--- src/rtl/rxpy_word_packer_pkg.sv ---
// ============================================================================
// rxpy_word_packer_pkg : shared rx buffer constants and packer state encoding
// Rev 1.0
// ============================================================================
`default_nettype none

package rxpy_word_packer_pkg;

   localparam int WORD_W = 32;
   localparam int ADDR_W = 8;
   localparam int CNT_W  = 13;

   typedef enum logic [1:0] {
      ST_IDLE  = 2'd0,
      ST_PACK  = 2'd1,
      ST_FLUSH = 2'd2,
      ST_DONE  = 2'd3
   } pk_state_t;

endpackage

`default_nettype wire

--- src/rtl/rxpy_word_packer.sv ---
// ============================================================================
// rxpy_word_packer : packs the decoded payload bitstream LSB-first into 32-bit
//                    words on the rx buffer write port
// Rev 1.0
// ============================================================================
`default_nettype none

module rxpy_word_packer
   import rxpy_word_packer_pkg::*;
(
   input  logic              clk_6M,
   input  logic              rst,
   input  logic              dec_py_st_p,
   input  logic              dec_py_period,
   input  logic              dec_pybit,
   input  logic              dec_pybit_valid,
   input  logic              dec_pylen_valid_p,
   input  logic [9:0]        dec_pylenByte,
   output logic [ADDR_W-1:0] rxlnctrl_addr,
   output logic [WORD_W-1:0] rxlnctrl_din,
   output logic              rxlnctrl_we,
   output logic [CNT_W-1:0]  rxpy_bitcount,
   output logic              rxpy_done_p,
   output logic              rxpy_ovf
);

   // One extra counter bit marks the fully used 8192-bit buffer.
   pk_state_t         state_q, state_d;
   logic [CNT_W:0]    cnt_q, cnt_d;
   logic [WORD_W-1:0] shreg_q, shreg_d;
   logic [CNT_W-1:0]  lim_q, lim_d;
   logic              lim_en_q, lim_en_d;
   logic              ovf_q, ovf_d;
   logic [ADDR_W-1:0] addr_q, addr_d;
   logic [WORD_W-1:0] din_q, din_d;
   logic              we_q, we_d;
   logic              done_q, done_d;
   logic              period_q;

   logic [WORD_W-1:0] w_shreg_ins;
   logic              w_below_lim;

   always_comb begin
      state_d     = state_q;
      cnt_d       = cnt_q;
      shreg_d     = shreg_q;
      lim_d       = lim_q;
      lim_en_d    = lim_en_q;
      ovf_d       = ovf_q;
      addr_d      = addr_q;
      din_d       = din_q;
      we_d        = 1'b0;
      w_shreg_ins = shreg_q;
      w_below_lim = 1'b0;

      if (dec_py_st_p) begin
         state_d  = ST_PACK;
         cnt_d    = '0;
         shreg_d  = '0;
         ovf_d    = 1'b0;
         lim_en_d = 1'b0;
         lim_d    = '0;
      end else begin
         case (state_q)
            ST_PACK: begin
               if (dec_pylen_valid_p) begin
                  lim_en_d = 1'b1;
                  lim_d    = {dec_pylenByte, 3'b000};
               end
               w_below_lim = !lim_en_d || (cnt_q < {1'b0, lim_d});
               if (dec_pybit_valid && dec_py_period) begin
                  if (cnt_q[CNT_W]) begin
                     ovf_d   = 1'b1;
                     state_d = ST_FLUSH;
                  end else if (w_below_lim) begin
                     w_shreg_ins[cnt_q[4:0]] = dec_pybit;
                     cnt_d = cnt_q + (CNT_W+1)'(1);
                     if (&cnt_q[4:0]) begin
                        // Completed word moves to the output register so the
                        // shift register is free for the next bit immediately.
                        we_d    = 1'b1;
                        addr_d  = cnt_q[CNT_W-1:5];
                        din_d   = w_shreg_ins;
                        shreg_d = '0;
                     end else begin
                        shreg_d = w_shreg_ins;
                     end
                  end
               end
               if (lim_en_d && (cnt_d >= {1'b0, lim_d}))
                  state_d = ST_FLUSH;
               if (period_q && !dec_py_period)
                  state_d = ST_FLUSH;
            end
            ST_FLUSH: begin
               if (cnt_q[4:0] != 5'd0) begin
                  we_d   = 1'b1;
                  addr_d = cnt_q[CNT_W-1:5];
                  din_d  = shreg_q;
               end
               state_d = ST_DONE;
            end
            ST_DONE: state_d = ST_IDLE;
            default: state_d = ST_IDLE;
         endcase
      end

      done_d = (state_d == ST_DONE);
   end

   always_ff @(posedge clk_6M or posedge rst) begin
      if (rst) begin
         state_q  <= ST_IDLE;
         cnt_q    <= '0;
         shreg_q  <= '0;
         lim_q    <= '0;
         lim_en_q <= 1'b0;
         ovf_q    <= 1'b0;
         addr_q   <= '0;
         din_q    <= '0;
         we_q     <= 1'b0;
         done_q   <= 1'b0;
         period_q <= 1'b0;
      end else begin
         state_q  <= state_d;
         cnt_q    <= cnt_d;
         shreg_q  <= shreg_d;
         lim_q    <= lim_d;
         lim_en_q <= lim_en_d;
         ovf_q    <= ovf_d;
         addr_q   <= addr_d;
         din_q    <= din_d;
         we_q     <= we_d;
         done_q   <= done_d;
         period_q <= dec_py_period;
      end
   end

   assign rxlnctrl_addr = addr_q;
   assign rxlnctrl_din  = din_q;
   assign rxlnctrl_we   = we_q;
   assign rxpy_bitcount = cnt_q[CNT_W-1:0];
   assign rxpy_done_p   = done_q;
   assign rxpy_ovf      = ovf_q;

endmodule

`default_nettype wire

--- config.mk ---
export PLATFORM = sky130hd
export DESIGN_NAME = rxpy_word_packer
export DESIGN_NICKNAME = d
export VERILOG_FILES = /design/src/rtl/rxpy_word_packer_pkg.sv /design/src/rtl/rxpy_word_packer.sv
export SDC_FILE = /design/constraint.sdc
export NUM_CORES = 1
export LEC_CHECK = 0
export ABC_AREA = 1
export BUFFER_PORTS_ARGS = -buffer_cell sky130_fd_sc_hd__buf_2
export CAP_MARGIN = 20
export CORE_MARGIN = 4
export CORE_UTILIZATION = 35
export DETAILED_ROUTE_END_ITERATION = 12
export GPL_TIMING_DRIVEN = 0
export PLACE_DENSITY_LB_ADDON = 0.15
export SLEW_MARGIN = 20
export SYNTH_ARGS = -nofsm -noshare
export SYNTH_HDL_FRONTEND = slang
export SYNTH_SLANG_ARGS = --single-unit
--- constraint.sdc ---
create_clock -name clk_6M -period 2.9 [get_ports clk_6M]
set_input_delay 0 -clock clk_6M [delete_from_list [all_inputs] [get_ports clk_6M]]
set_output_delay 0 -clock clk_6M [all_outputs]
set_load 0.02 [all_outputs]
Word level (Yosys, flattened, before mapping)
Index checks and enable logic that the tools add are counted.
{ "totals": {"register_bits": 106, "output_inout_bits": 56} }
{ "classes": {"addsub": 1, "n_lt_le_gt_ge": 4, "eq_ne": 9, "muxes": 55, "bitwise_logic": 1, "n_reduce_logical": 17} }
{ "ops": {"columns": ["cell", "n"], "rows": [
  ["$mux W32", 11],
  ["$mux W14", 7],
  ["$mux W13", 5],
  ["$pmux W32 S2", 1],
  ["$mux W8", 5],
  ["$bwmux W32", 1],
  ["$mux W1", 16],
  ["$pmux W8 S2", 1],
  ["$add A14 B1 Y14 const B", 1],
  ["$ge A14 B13 Y1", 1],
  ["$lt A14 B13 Y1", 1],
  ["$ne A2 B2 Y1 const B", 6],
  ["$mux W2", 5],
  ["$reduce_bool A2 Y1", 5],
  ["$reduce_and A7 Y1", 1],
  ["$lt A5 B6 Y1 const B", 1],
  ["$demux W1 S5", 1],
  ["$ge A5 B1 Y1 const B", 1],
  ["$reduce_and A5 Y1", 1],
  ["$reduce_bool A5 Y1", 1],
  ["$eq A2 B2 Y1 const B", 2],
  ["$logic_and A1 B1 Y1", 4],
  ["$pmux W2 S2", 1],
  ["$reduce_and A4 Y1", 1],
  ["other kinds (6)", 7]
]} }

Logic depth before layout (Yosys ltp)
Gate-level depths: netlist of the first run.
{ "logic_depth": {"word_depth": 17, "ltp_mapped": 34, "depth_no_buf": 33} }

Least setup slack after synthesis of the first run
Ideal clock, no wire load.
{ "synth_path": {"path_type": "reg2reg", "startpoint": "register lim_q[3]", "endpoint": "register state_q[1]", "setup_time_ns": 0.116, "arrival_ns": 3.018, "slack_ns": -0.234, "stages_incl_launch_ff": 32, "synth_period_minus_slack_ns": 3.134, "cell_sequence": "dfrtp_1 > inv_1 > nand2_1 > o21ai_0 > ha_1 > a21oi_1 > nor2_1 > nor2_1 > nand2_1 > nand2_1 > nand2_2 > nand2_4 > nand2_4 > buf_8 > nor2_4 > xor2_1 > inv_1 > ha_1 > a21oi_1 > nor2_1 > nor3_1 > nand2_1 > nand2_1 > nand2_1 > nand2_1 > nand3_1 > nand2_1 > nand2_1 > nand2_1 > nand2_1 > nand2_1 > inv_1"} }
{ "synth_between": {"elab_chain_cells": 16} }
{ "synth_lines": {"columns": ["item", "line", "source"], "rows": [
  ["start: declaration", "rxpy_word_packer.sv:31", "logic [CNT_W-1:0] lim_q, lim_d;"],
  ["start signal: assignment", "rxpy_word_packer.sv:128", "lim_q <= lim_d;"],
  ["$mux W13 (*)", "rxpy_word_packer.sv:66", "if (dec_pylen_valid_p) begin"],
  ["$mux W13 (*)", "rxpy_word_packer.sv:64", "case (state_q)"],
  ["$mux W13 (*)", "rxpy_word_packer.sv:56", "if (dec_py_st_p) begin"],
  ["$lt A14 B13 Y1", "rxpy_word_packer.sv:70", "w_below_lim = !lim_en_d || (cnt_q < {1'b0, lim_d});"],
  ["$logic_or A1 B1 Y1", "rxpy_word_packer.sv:70", null],
  ["$mux W14", "rxpy_word_packer.sv:75", "end else if (w_below_lim) begin"],
  ["$mux W14", "rxpy_word_packer.sv:72", "if (cnt_q[CNT_W]) begin"],
  ["$mux W14", "rxpy_word_packer.sv:71", "if (dec_pybit_valid && dec_py_period) begin"],
  ["$mux W14", "rxpy_word_packer.sv:64", null],
  ["$mux W14", "rxpy_word_packer.sv:56", null],
  ["$ge A14 B13 Y1 (*)", "rxpy_word_packer.sv:90", "if (lim_en_d && (cnt_d >= {1'b0, lim_d}))"],
  ["$logic_and A1 B1 Y1 (*)", "rxpy_word_packer.sv:90", null],
  ["$mux W2 (*)", "rxpy_word_packer.sv:90", null],
  ["$mux W2 (*)", "rxpy_word_packer.sv:92", "if (period_q && !dec_py_period)"],
  ["$pmux W2 S2 (*)", "rxpy_word_packer.sv:64", null],
  ["$mux W2 (*)", "rxpy_word_packer.sv:56", null],
  ["named net state_d[1]", "rxpy_word_packer.sv:28", "pk_state_t state_q, state_d;"],
  ["end signal: assignment", "rxpy_word_packer.sv:125", "state_q <= state_d;"],
  ["end: declaration", "rxpy_word_packer.sv:28", null]
]} }
Mark *: on every way through the listed nets, which the timed path passes. The rest lies on a longest branch. The select of a mux whose other input is x is not followed.
A chain may end at the register's enable or synchronous reset.

Worst setup path in the final report of the first run
Same ends and word-level chain as after synthesis.

==> impl_metrics.yaml, run 1 <==
synth:
  syn_nets: 844
  ys_types: 36
  avgSynthCellArea_um2: 7.74
  yosysSeqAreaShare_pct: 43.1
  netlist_area_mm2: 0.00615
  syn_inst: 795
  ys_ff_latch: 106
  synth_warnings: 0
die:
  die_h_um: 141
  start_util_pct: 35.7
  ios: 73
  dieArea_mm2: 0.0198
  core_mm2: 0.0172
  chipWidth_um: 141
  num_rows: 48
timing:
  holdWs_ns: -0.0207
  setup_viol: 3
  period_share_pct: 118
  setup_tns_ns: -1.47
  rsz0062_at_grt: "yes"
  worstMarginPinSlew_ns: 0.566
  slew_viol_final: 0
  maxSlewHeadroom_pct: 62.0
  max_freq_mhz: 293
  period_minus_slack_ns: 3.42
  clock_skew_ns: 0.0114
  fin_ws_ns: -0.516
  hold_violations: 1
detailed_routing:
  vias: 5487
  via_per_inst: 4.83
  dr.pass1.iters: 5
  drc_errors: 0
  wl_um: 17000
  postRouteAntennaNets: 0
  routedWlPerCell_um: 15.0
  drt_iter0_drc: 394
final_layout:
  multi_input_area_mm2: 0.00307
  fin_cells: 1135
  final_common_cell: "nand2_1"
  final_cell_mix: "nand2_1 (178), dfrtp_1 (106), o21ai_0 (103)"
  syn_to_final_growth_pct: 24.2
  fillers: 1790
  insertedDiodeCount: 0
  area.sequential_mm2: 0.00265
  num-nets-final: 955
  design_area_mm2: 0.00763
  drive_above_1_share_pct: 23.0
power_and_ir_drop:
  vdd_drop_max_mv: 0.305
  p_int_uw: 2510
  p_seq_share_pct: 44.8
  switching_power_uw: 955
  powerDensity_mw_per_mm2: 454
  power_uw: 3470
  leakagePower_uw: 0.00370
  switching_share_pct: 27.5
  p_clk_share_pct: 39.7
  combPwrFrac_pct: 15.4
global_route:
  first_global_vias: 5130
  grt_remaining_overflow: 0
  track_usage_pct: 17.3
  grt_first_pass_wirelength_um: 27300
  grt_max_degree: 58
  antenna_found_initial: 0
clock_network:
  htreeDepth: 3
  clock_path_buffers: 2
  root_buffer: "clkbuf_16"
  clk_pin_slew_worst_paths_ns: 0.07
  clk-insertion-delay-late_ns: 0.36
  cts_buffers: 9
  clock_sinks: 106
  cts_tree: "done"
setup_path:
  cp_common_cell: "nand2_1"
  path_max_fanout: 5
  slowest_stage: "dfrtp_1"
  crit_path_start_kind: "flip-flop"
  critPathMaxStageDelay_ns: 0.38
  end_kind: "flip-flop"
  crit_required_ns: 3.15
  arrival_ns: 3.67
  worstSetupPathType: "reg2reg"
run_status:
  status: "finished, violations left"
  violations: "hold timing, setup timing"
placement:
  io_buffers: 71
  place_hpwl_um: 11700
  post_dp_cell_area_mm2: 0.00684
  dp.cells: 1092
  dp_slack_ns: -0.912
  place_congestion: 0.791
run:
  max_cap_viol_count: 0
hold_path:
  hold_class: "in2reg"
sequential cells by signal, summed over array words and instances (netlist names):
signal         count
period_q           1
rxlnctrl_din      32
lim_en_q           1
rxlnctrl_addr      8
rxpy_ovf           1
rxpy_done_p        1
cnt_q             14
state_q            2
rxlnctrl_we        1
lim_q             13
shreg_q           32
path summary, 6_finish.rpt:
path / to / start / slack [ns] / depth (start not counted)
worst max register to register: state_q[1] / lim_q[3] / -0.52 / 31
worst min-delay path: lim_q[10] / dec_pylenByte[7] / -0.02 / 3
worst max-delay path: state_q[1] / lim_q[3] / -0.52 / 31
min in group asynchronous: rxlnctrl_addr[4] / rst / 0.24 / 3
max in group asynchronous: shreg_q[5] / rst / 2.01 / 4
worst min register to register: rxlnctrl_din[27] / rxlnctrl_din[27] / 0.48 / 2
timing repair:
action	in CTS	in global routing
endpoints found under the setup margin	13	42
setup buffers	10	10
endpoints found under the hold margin	62	0
hold buffers	8	0
pin swaps	1	23
cloned	1	0
resized for setup	11	37
cell families (layout without fill, tap and decap cells):
group | after synthesis | after routing | share of synthesized area, %
flip-flops | 106 | 106 | 43.1
adder cells (fa/ha/maj) | 32 | 32 | 6.51
XOR/XNOR | 9 | 9 | 1.65
buffers and inverters | 147 | 262 | 10.5
AO/OA/AOI/OAI | 190 | 190 | 16.2
AND/OR/NAND/NOR | 311 | 311 | 22.0
metal layers:
metal | GRT usage (%) | vias to the layer above | routed length [um]
met3 | 2.42 | 12 | 631
met2 | 26.4 | 113 | 7730
met5 | 0 | - | 0
met1 | 25.5 | 2571 | 8390
li1 | - | 2791 | -
met4 | 5.35 | 0 | 220
cell type report:
class / count / share of cell area [%]
Buffer: 52 / 3.92
Clock buffer: 11 / 3.31
Clock inverter: 4 / 0.983
Inverter: 94 / 4.75
Multi-Input combinational cell: 542 / 40.2
Sequential cell: 106 / 34.7
Tap cell: 225 / 3.69
Timing Repair Buffer: 101 / 8.46
critical path: cells and delay by family, from the launching register on:
family	cells	cell delay, ns
compound gates	3	0.35
simple gates	21	1.61
fa+ha+maj	2	0.45
buf+inv	4	0.33
xor+xnor	1	0.18
flops	1	0.38
synthesized netlist by cell type (all sizes together):
cell type / instances / area share (%)
a31oi: 1 / 0.10
o21ai: 127 / 11
a21o: 1 / 0.12
nand2: 193 / 12
dfrtp: 106 / 43
nor2: 61 / 4.2
nor3: 14 / 1.6
ha: 32 / 6.5
clkbuf: 22 / 1.3
o22ai: 20 / 2.0
buf: 31 / 3.4
a211oi: 1 / 0.12
nand3: 40 / 3.3
nand4: 2 / 0.45
xor2: 9 / 1.6
and2: 1 / 0.10
a21oi: 40 / 3.3
inv: 94 / 5.7
power groups by stage:
stage	logic, uW	clock network, uW	registers (uW)
floorplan	280	0	1610
global placement	460	0	1580
detailed placement	468	0	1580
CTS	504	1410	1550
global route	601	1470	1560
finish	535	1380	1550
stage by stage:
step           hold slack (ns)  util, %
4_1_cts                 0.0837     42.8
6_report               -0.0207     44.3
3_3_place_gp             0.146     39.5
2_1_floorplan           0.0314        -
3_5_place_dp            0.0810     39.7
5_1_grt                0.00498     44.3
Power figures use the tool's default switching activity.
==> run 2: changes to the inputs <==
- CORE_UTILIZATION: 35 -> 53
- GPL_ROUTABILITY_DRIVEN: default -> 0
- RECOVER_POWER: default -> 100
==> impl_metrics.yaml, run 2 (same netlist as run 1, synthesis figures left out) <==
timing:
  hold_violations: 1
  holdWs_ns: -0.00347
  period_share_pct: 120
  period_minus_slack_ns: 3.49
  setup_viol: 3
  fin_ws_ns: -0.590
  worstMarginPinSlew_ns: 1.68
  clock_skew_ns: 0.00608
  max_freq_mhz: 287
  slew_viol_final: 40
  rsz0062_at_grt: "yes"
  maxSlewHeadroom_pct: -12.8
clock_network:
  cts_buffers: 9
  clock_sinks: 106
  htreeDepth: 3
  clk-insertion-delay-late_ns: 0.35
  clock_path_buffers: 2
  cts_tree: "done"
  clk_pin_slew_worst_paths_ns: 0.07
  root_buffer: "clkbuf_16"
die:
  chipWidth_um: 116
  ios: 73
  die_h_um: 116
  dieArea_mm2: 0.0134
  core_mm2: 0.0114
  start_util_pct: 54.1
  num_rows: 39
setup_path:
  rr_worst_depth: 29
  slowest_stage: "dfrtp_1"
  crit_required_ns: 3.15
  path_max_fanout: 5
  r2r_start: "lim_q[9]"
  crit_path_start_kind: "flip-flop"
  cp_common_cell: "nand2_1"
  rr_endpoint: "rxpy_done_p"
  end_kind: "flip-flop"
  crit_family: "simple AND/OR/NAND/NOR gates"
  critPathCapture: "rxpy_done_p"
  crit_start: "lim_q[9]"
  arrival_ns: 3.74
  path_buf_inv: 3
  worstSetupPathDepth: 29
  r2r_setup_slack_ns: -0.59
  critPathMaxStageDelay_ns: 0.38
  worstSetupPathType: "reg2reg"
detailed_routing:
  wl_um: 17000
  routedWlPerCell_um: 16.1
  drc_errors: 0
  dr.pass1.iters: 7
  vias: 5766
  via_per_inst: 5.47
  drt_iter0_drc: 427
  postRouteAntennaNets: 0
global_route:
  track_usage_pct: 25.3
  grt_remaining_overflow: 0
  antenna_found_initial: 0
  grt_first_pass_wirelength_um: 26700
  grt_max_degree: 69
  first_global_vias: 5448
final_layout:
  final_common_cell: "nand2_1"
  fin_util_pct: 65.1
  num-nets-final: 957
  syn_to_final_growth_pct: 20.4
  insertedDiodeCount: 0
  drive_above_1_share_pct: 18.2
  fin_cells: 1055
  final_cell_mix: "nand2_1 (177), dfrtp_1 (106), o21ai_0 (104)"
placement:
  io_buffers: 71
  dp.cells: 1010
  place_hpwl_um: 11500
power_and_ir_drop:
  powerDensity_mw_per_mm2: 436
  leakagePower_uw: 0.00345
  vdd_drop_max_mv: 0.297
run:
  max_cap_viol_count: 1
hold_path:
  hold_class: "in2reg"
run_status:
  violations: "hold timing, capacitance limit, slew limit, setup timing"
  status: "finished, violations left"
==> run 2: changes by cell type in the layout (fill, tap and decap cells not counted), sizes merged <==
| cell | previous run | this run |
|---|---|---|
| inv | 94 | 93 |
| bufinv | 2 | 0 |
| clkinv | 0 | 2 |
| clkbuf | 32 | 89 |
| dlygate4sd3 | 8 | 6 |
| buf | 123 | 72 |
| bufbuf | 1 | 0 |
==> run 2: worst min-delay path by stage <==
stage                           from               end  slack [ns]  cells past startpoint
floorplan              dec_py_period          period_q        0.03                      0
global placement       dec_py_period          period_q        0.14                      1
detailed placement               rst  rxlnctrl_din[23]        0.02                      2
CTS                 dec_pylenByte[8]         lim_q[11]        0.01                      3
global route        dec_pylenByte[7]         lim_q[10]        0.03                      3
finish              dec_pylenByte[7]         lim_q[10]      -0.003                      3
==> run 2: timing repair <==
item / in CTS / in global routing
setup endpoints to repair: 3 / 44
resized for setup: 26 / 28
hold buffers: 6 / 0
buffers inserted: 16 / 8
pin swaps: 11 / 15
hold endpoints to repair: 49 / 0
cloned: 1 / 0
==> run 2: worst register-to-register path: cells and delay by family (launching register included) <==
kind | cells | cell delay (ns)
simple gates | 19 | 1.48
buf+inv | 3 | 0.29
fa+ha+maj | 2 | 0.49
compound gates | 4 | 0.57
xor+xnor | 1 | 0.17
flops | 1 | 0.38
==> run 2: cell type report <==
class	instances	area (um2)
Tap cell	143	179
Sequential cell	106	2650
Buffer	52	298
Timing Repair Buffer	103	572
Fill cell	957	3970
Clock inverter	3	17.5
Clock buffer	12	236
Multi-Input combinational cell	542	3090
Inverter	94	359
==> run 2: per-layer routing <==
layer,up-vias,routed length [um],GRT usage (%)
met1,2738,7440,34.7
li1,2792,-,-
met3,31,1050,4.18
met5,-,0,0
met4,0,373,8.04
met2,205,8160,41.3
==> run 2: power by group <==
part	internal, uW	switching (uW)
Sequential	1530	30.2
Combinational	178	362
Clock	577	550
Total	2280	943
==> run 2: through the flow <==
step | setup TNS [ns] | worst slack (ns) | hold slack (ns) | instance area (um2) | power (uW)
floorplan | -0.294 | -0.130 | 0.0314 | 6170 | 1890
global placement | -125.54 | -1.17 | 0.140 | 6710 | 2020
detailed placement | -2.88 | -0.990 | 0.0242 | 6740 | 2040
CTS | -1.45 | -0.510 | 0.0118 | 7310 | 3200
global route | -2.38 | -0.837 | 0.0273 | 7400 | 3350
finish | -1.66 | -0.590 | -0.00347 | 7400 | 3220
==> run 3: changes to the inputs <==
- ABC_AREA: 1 -> default
==> impl_metrics.yaml, run 3 <==
run_status:
  status: "finished, violations left"
  violations: "capacitance limit, slew limit, setup timing"
timing:
  clock_skew_ns: 0.0109
  holdWs_ns: 0.0224
  hold_violations: 0
  period_minus_slack_ns: 4.16
  fin_ws_ns: -1.26
  max_freq_mhz: 241
  slew_viol_final: 38
  rsz0062_at_grt: "yes"
  setup_viol: 82
  worstMarginPinSlew_ns: 1.66
  period_share_pct: 143
  maxSlewHeadroom_pct: -11.1
detailed_routing:
  routedWlPerCell_um: 19.2
  postRouteAntennaNets: 0
  drc_errors: 0
  dr.pass1.iters: 5
  via_per_inst: 6.11
  wl_um: 17700
  drt_iter0_drc: 554
  vias: 5635
synth:
  yosysMostFrequentCell: "dfrtp_1"
  yosys-mux-area-fraction_pct: 9.65
  synth_compound_gate_area_share_pct: 16.7
  syn_nets: 714
  yosysSeqAreaShare_pct: 42.3
  synth_xor_area_share_pct: 1.96
  synthSimpleGateAreaFrac_pct: 17.6
  synth_top_area_cell: "dfrtp_1"
  synth.top_cell.area_share_pct: 42.3
  ys_types: 55
  synth_adder_area_share_pct: 6.39
  netlist_area_mm2: 0.00626
  netlist_top_cells_count: "dfrtp_1 (106), nand2_1 (93), o21ai_0 (59)"
  syn_inst: 665
  synthFlopType: "dfrtp_1"
  synth_edf_count: 0
  synth_warnings: 0
  avgSynthCellArea_um2: 9.42
  synthArstFlopShare_pct: 100
  ys_ff_latch: 106
  synth_top_family_by_area: "simple AND/OR/NAND/NOR gates"
  synth_area_leaders: "dfrtp_1 (42%), mux2_2 (7.2%), ha_1 (6.4%)"
clock_network:
  root_buffer: "clkbuf_16"
  clk_pin_slew_worst_paths_ns: 0.07
  cts_tree: "done"
  cts_buffers: 9
  htreeDepth: 3
  clock_sinks: 106
  clk-insertion-delay-late_ns: 0.36
  clock_path_buffers: 2
setup_path:
  crit_family: "compound AO/OA/AOI/OAI gates"
  arrival_ns: 4.44
  crit_required_ns: 3.19
  end_kind: "flip-flop"
  path_max_fanout: 8
  critPathMaxStageDelay_ns: 0.43
  worstSetupPathType: "reg2reg"
  cp_cell_sequence: "mux2i_2, ha_1, nand4b_4, o21ai_4, o32a_1, or3_4, buf_8, nor3_1, xor2_1, ha_1, a2111oi_1, a21oi_1, a211oi_2, o2111a_1, a22o_1"
  path_buf_inv: 1
  cp_common_cell: "ha_1"
  crit_path_start_kind: "flip-flop"
  slowest_stage: "a2111oi_1"
power_and_ir_drop:
  vdd_drop_max_mv: 0.497
  leakagePower_uw: 0.00358
  powerDensity_mw_per_mm2: 442
die:
  dieArea_mm2: 0.0136
  start_util_pct: 54.4
  core_mm2: 0.0115
  num_rows: 39
  ios: 73
  die_h_um: 117
  chipWidth_um: 117
final_layout:
  num-nets-final: 824
  fin_cells: 923
  final_common_cell: "dfrtp_1"
  insertedDiodeCount: 0
  final_cell_mix: "dfrtp_1 (104), nand2_1 (92), clkbuf_1 (70)"
  drive_above_1_share_pct: 23.7
  fillers: 915
  syn_to_final_growth_pct: 26.4
global_route:
  track_usage_pct: 26.6
  grt_first_pass_wirelength_um: 28100
  antenna_found_initial: 0
  grt_max_degree: 71
  grt_remaining_overflow: 0
  first_global_vias: 5448
run:
  max_cap_viol_count: 1
placement:
  io_buffers: 71
  place_hpwl_um: 11800
  dp.cells: 880
hold_path:
  hold_class: "in2reg"
==> run 3: per-stage QoR <==
stage | setup slack, ns | setup TNS (ns) | total power (uW) | cell area, um2 | util (%)
after floorplan | -0.805 | -2.37 | 1830 | 6300 | -
after global placement | -1.39 | -150.49 | 1930 | 6830 | 59.3
after detailed placement | -1.45 | -34.08 | 1950 | 6870 | 59.6
after CTS | -1.16 | -5.69 | 3480 | 7730 | 67.2
after global routing | -1.31 | -32.00 | 3620 | 7920 | 68.8
final | -1.26 | -22.56 | 3500 | 7920 | 68.8
==> run 3: worst min-delay path: cells and delay by family <==
kind / cells / cell delay, ns
buf+inv: 1 / 0.17
simple gates: 2 / 0.17
==> run 3: cell families (layout without fill, tap and decap cells) <==
| family | Yosys count | after routing |
|---|---|---|
| multiplexers | 55 | 55 |
| buffers and inverters | 69 | 184 |
| XOR/XNOR | 14 | 14 |
| AND/OR/NAND/NOR | 230 | 230 |
| flip-flops | 106 | 106 |
| adder cells (fa/ha/maj) | 32 | 32 |
| AO/OA/AOI/OAI | 159 | 159 |
==> run 3: path summary, 6_finish.rpt <==
kind	from	to	slack, ns	cells past startpoint
min in group asynchronous	rst	lim_q[2]	0.59	3
hold / removal	dec_py_st_p	cnt_q[3]	0.02	3
max in group asynchronous	rst	cnt_q[11]	0.49	4
setup reg to reg	lim_q[10]	rxpy_done_p	-1.26	15
hold reg to reg	lim_q[0]	lim_q[0]	0.49	1
setup / recovery	lim_q[10]	rxpy_done_p	-1.26	15
==> run 3: routing by layer <==
layer	track usage, %	part of all wire, %	up-vias
met5	0	0	-
met1	38.2	45	2778
met4	9.02	1.9	0
met2	40.5	46	227
li1	-	-	2593
met3	5.28	6.6	37
==> run 3: what timing repair did <==
item,in CTS,in global routing
pin swaps,14,21
endpoints found under the hold margin,39,0
hold buffers,3,0
setup endpoints to repair,81,85
cloned,4,0
resized for setup,56,64
buffers inserted,13,9
==> run 3: cell type report <==
| cell class | count | area (um2) | area share [%] |
|---|---|---|---|
| buffer | 52 | 313 | 3.95 |
| clock buffer | 9 | 225 | 2.84 |
| clock inverter | 7 | 124 | 1.56 |
| inverter | 16 | 61.3 | 0.774 |
| multi-input combinational | 490 | 3750 | 47.3 |
| sequential | 106 | 2660 | 33.5 |
| tap | 143 | 179 | 2.26 |
| timing repair buffer | 100 | 614 | 7.76 |
==> run 3: power breakdown <==
group	switching, uW	internal [uW]	leakage (uW)
clock	579	852	0.000167
combinational	316	217	0.00195
sequential	27.7	1510	0.00146
total	923	2580	0.00358
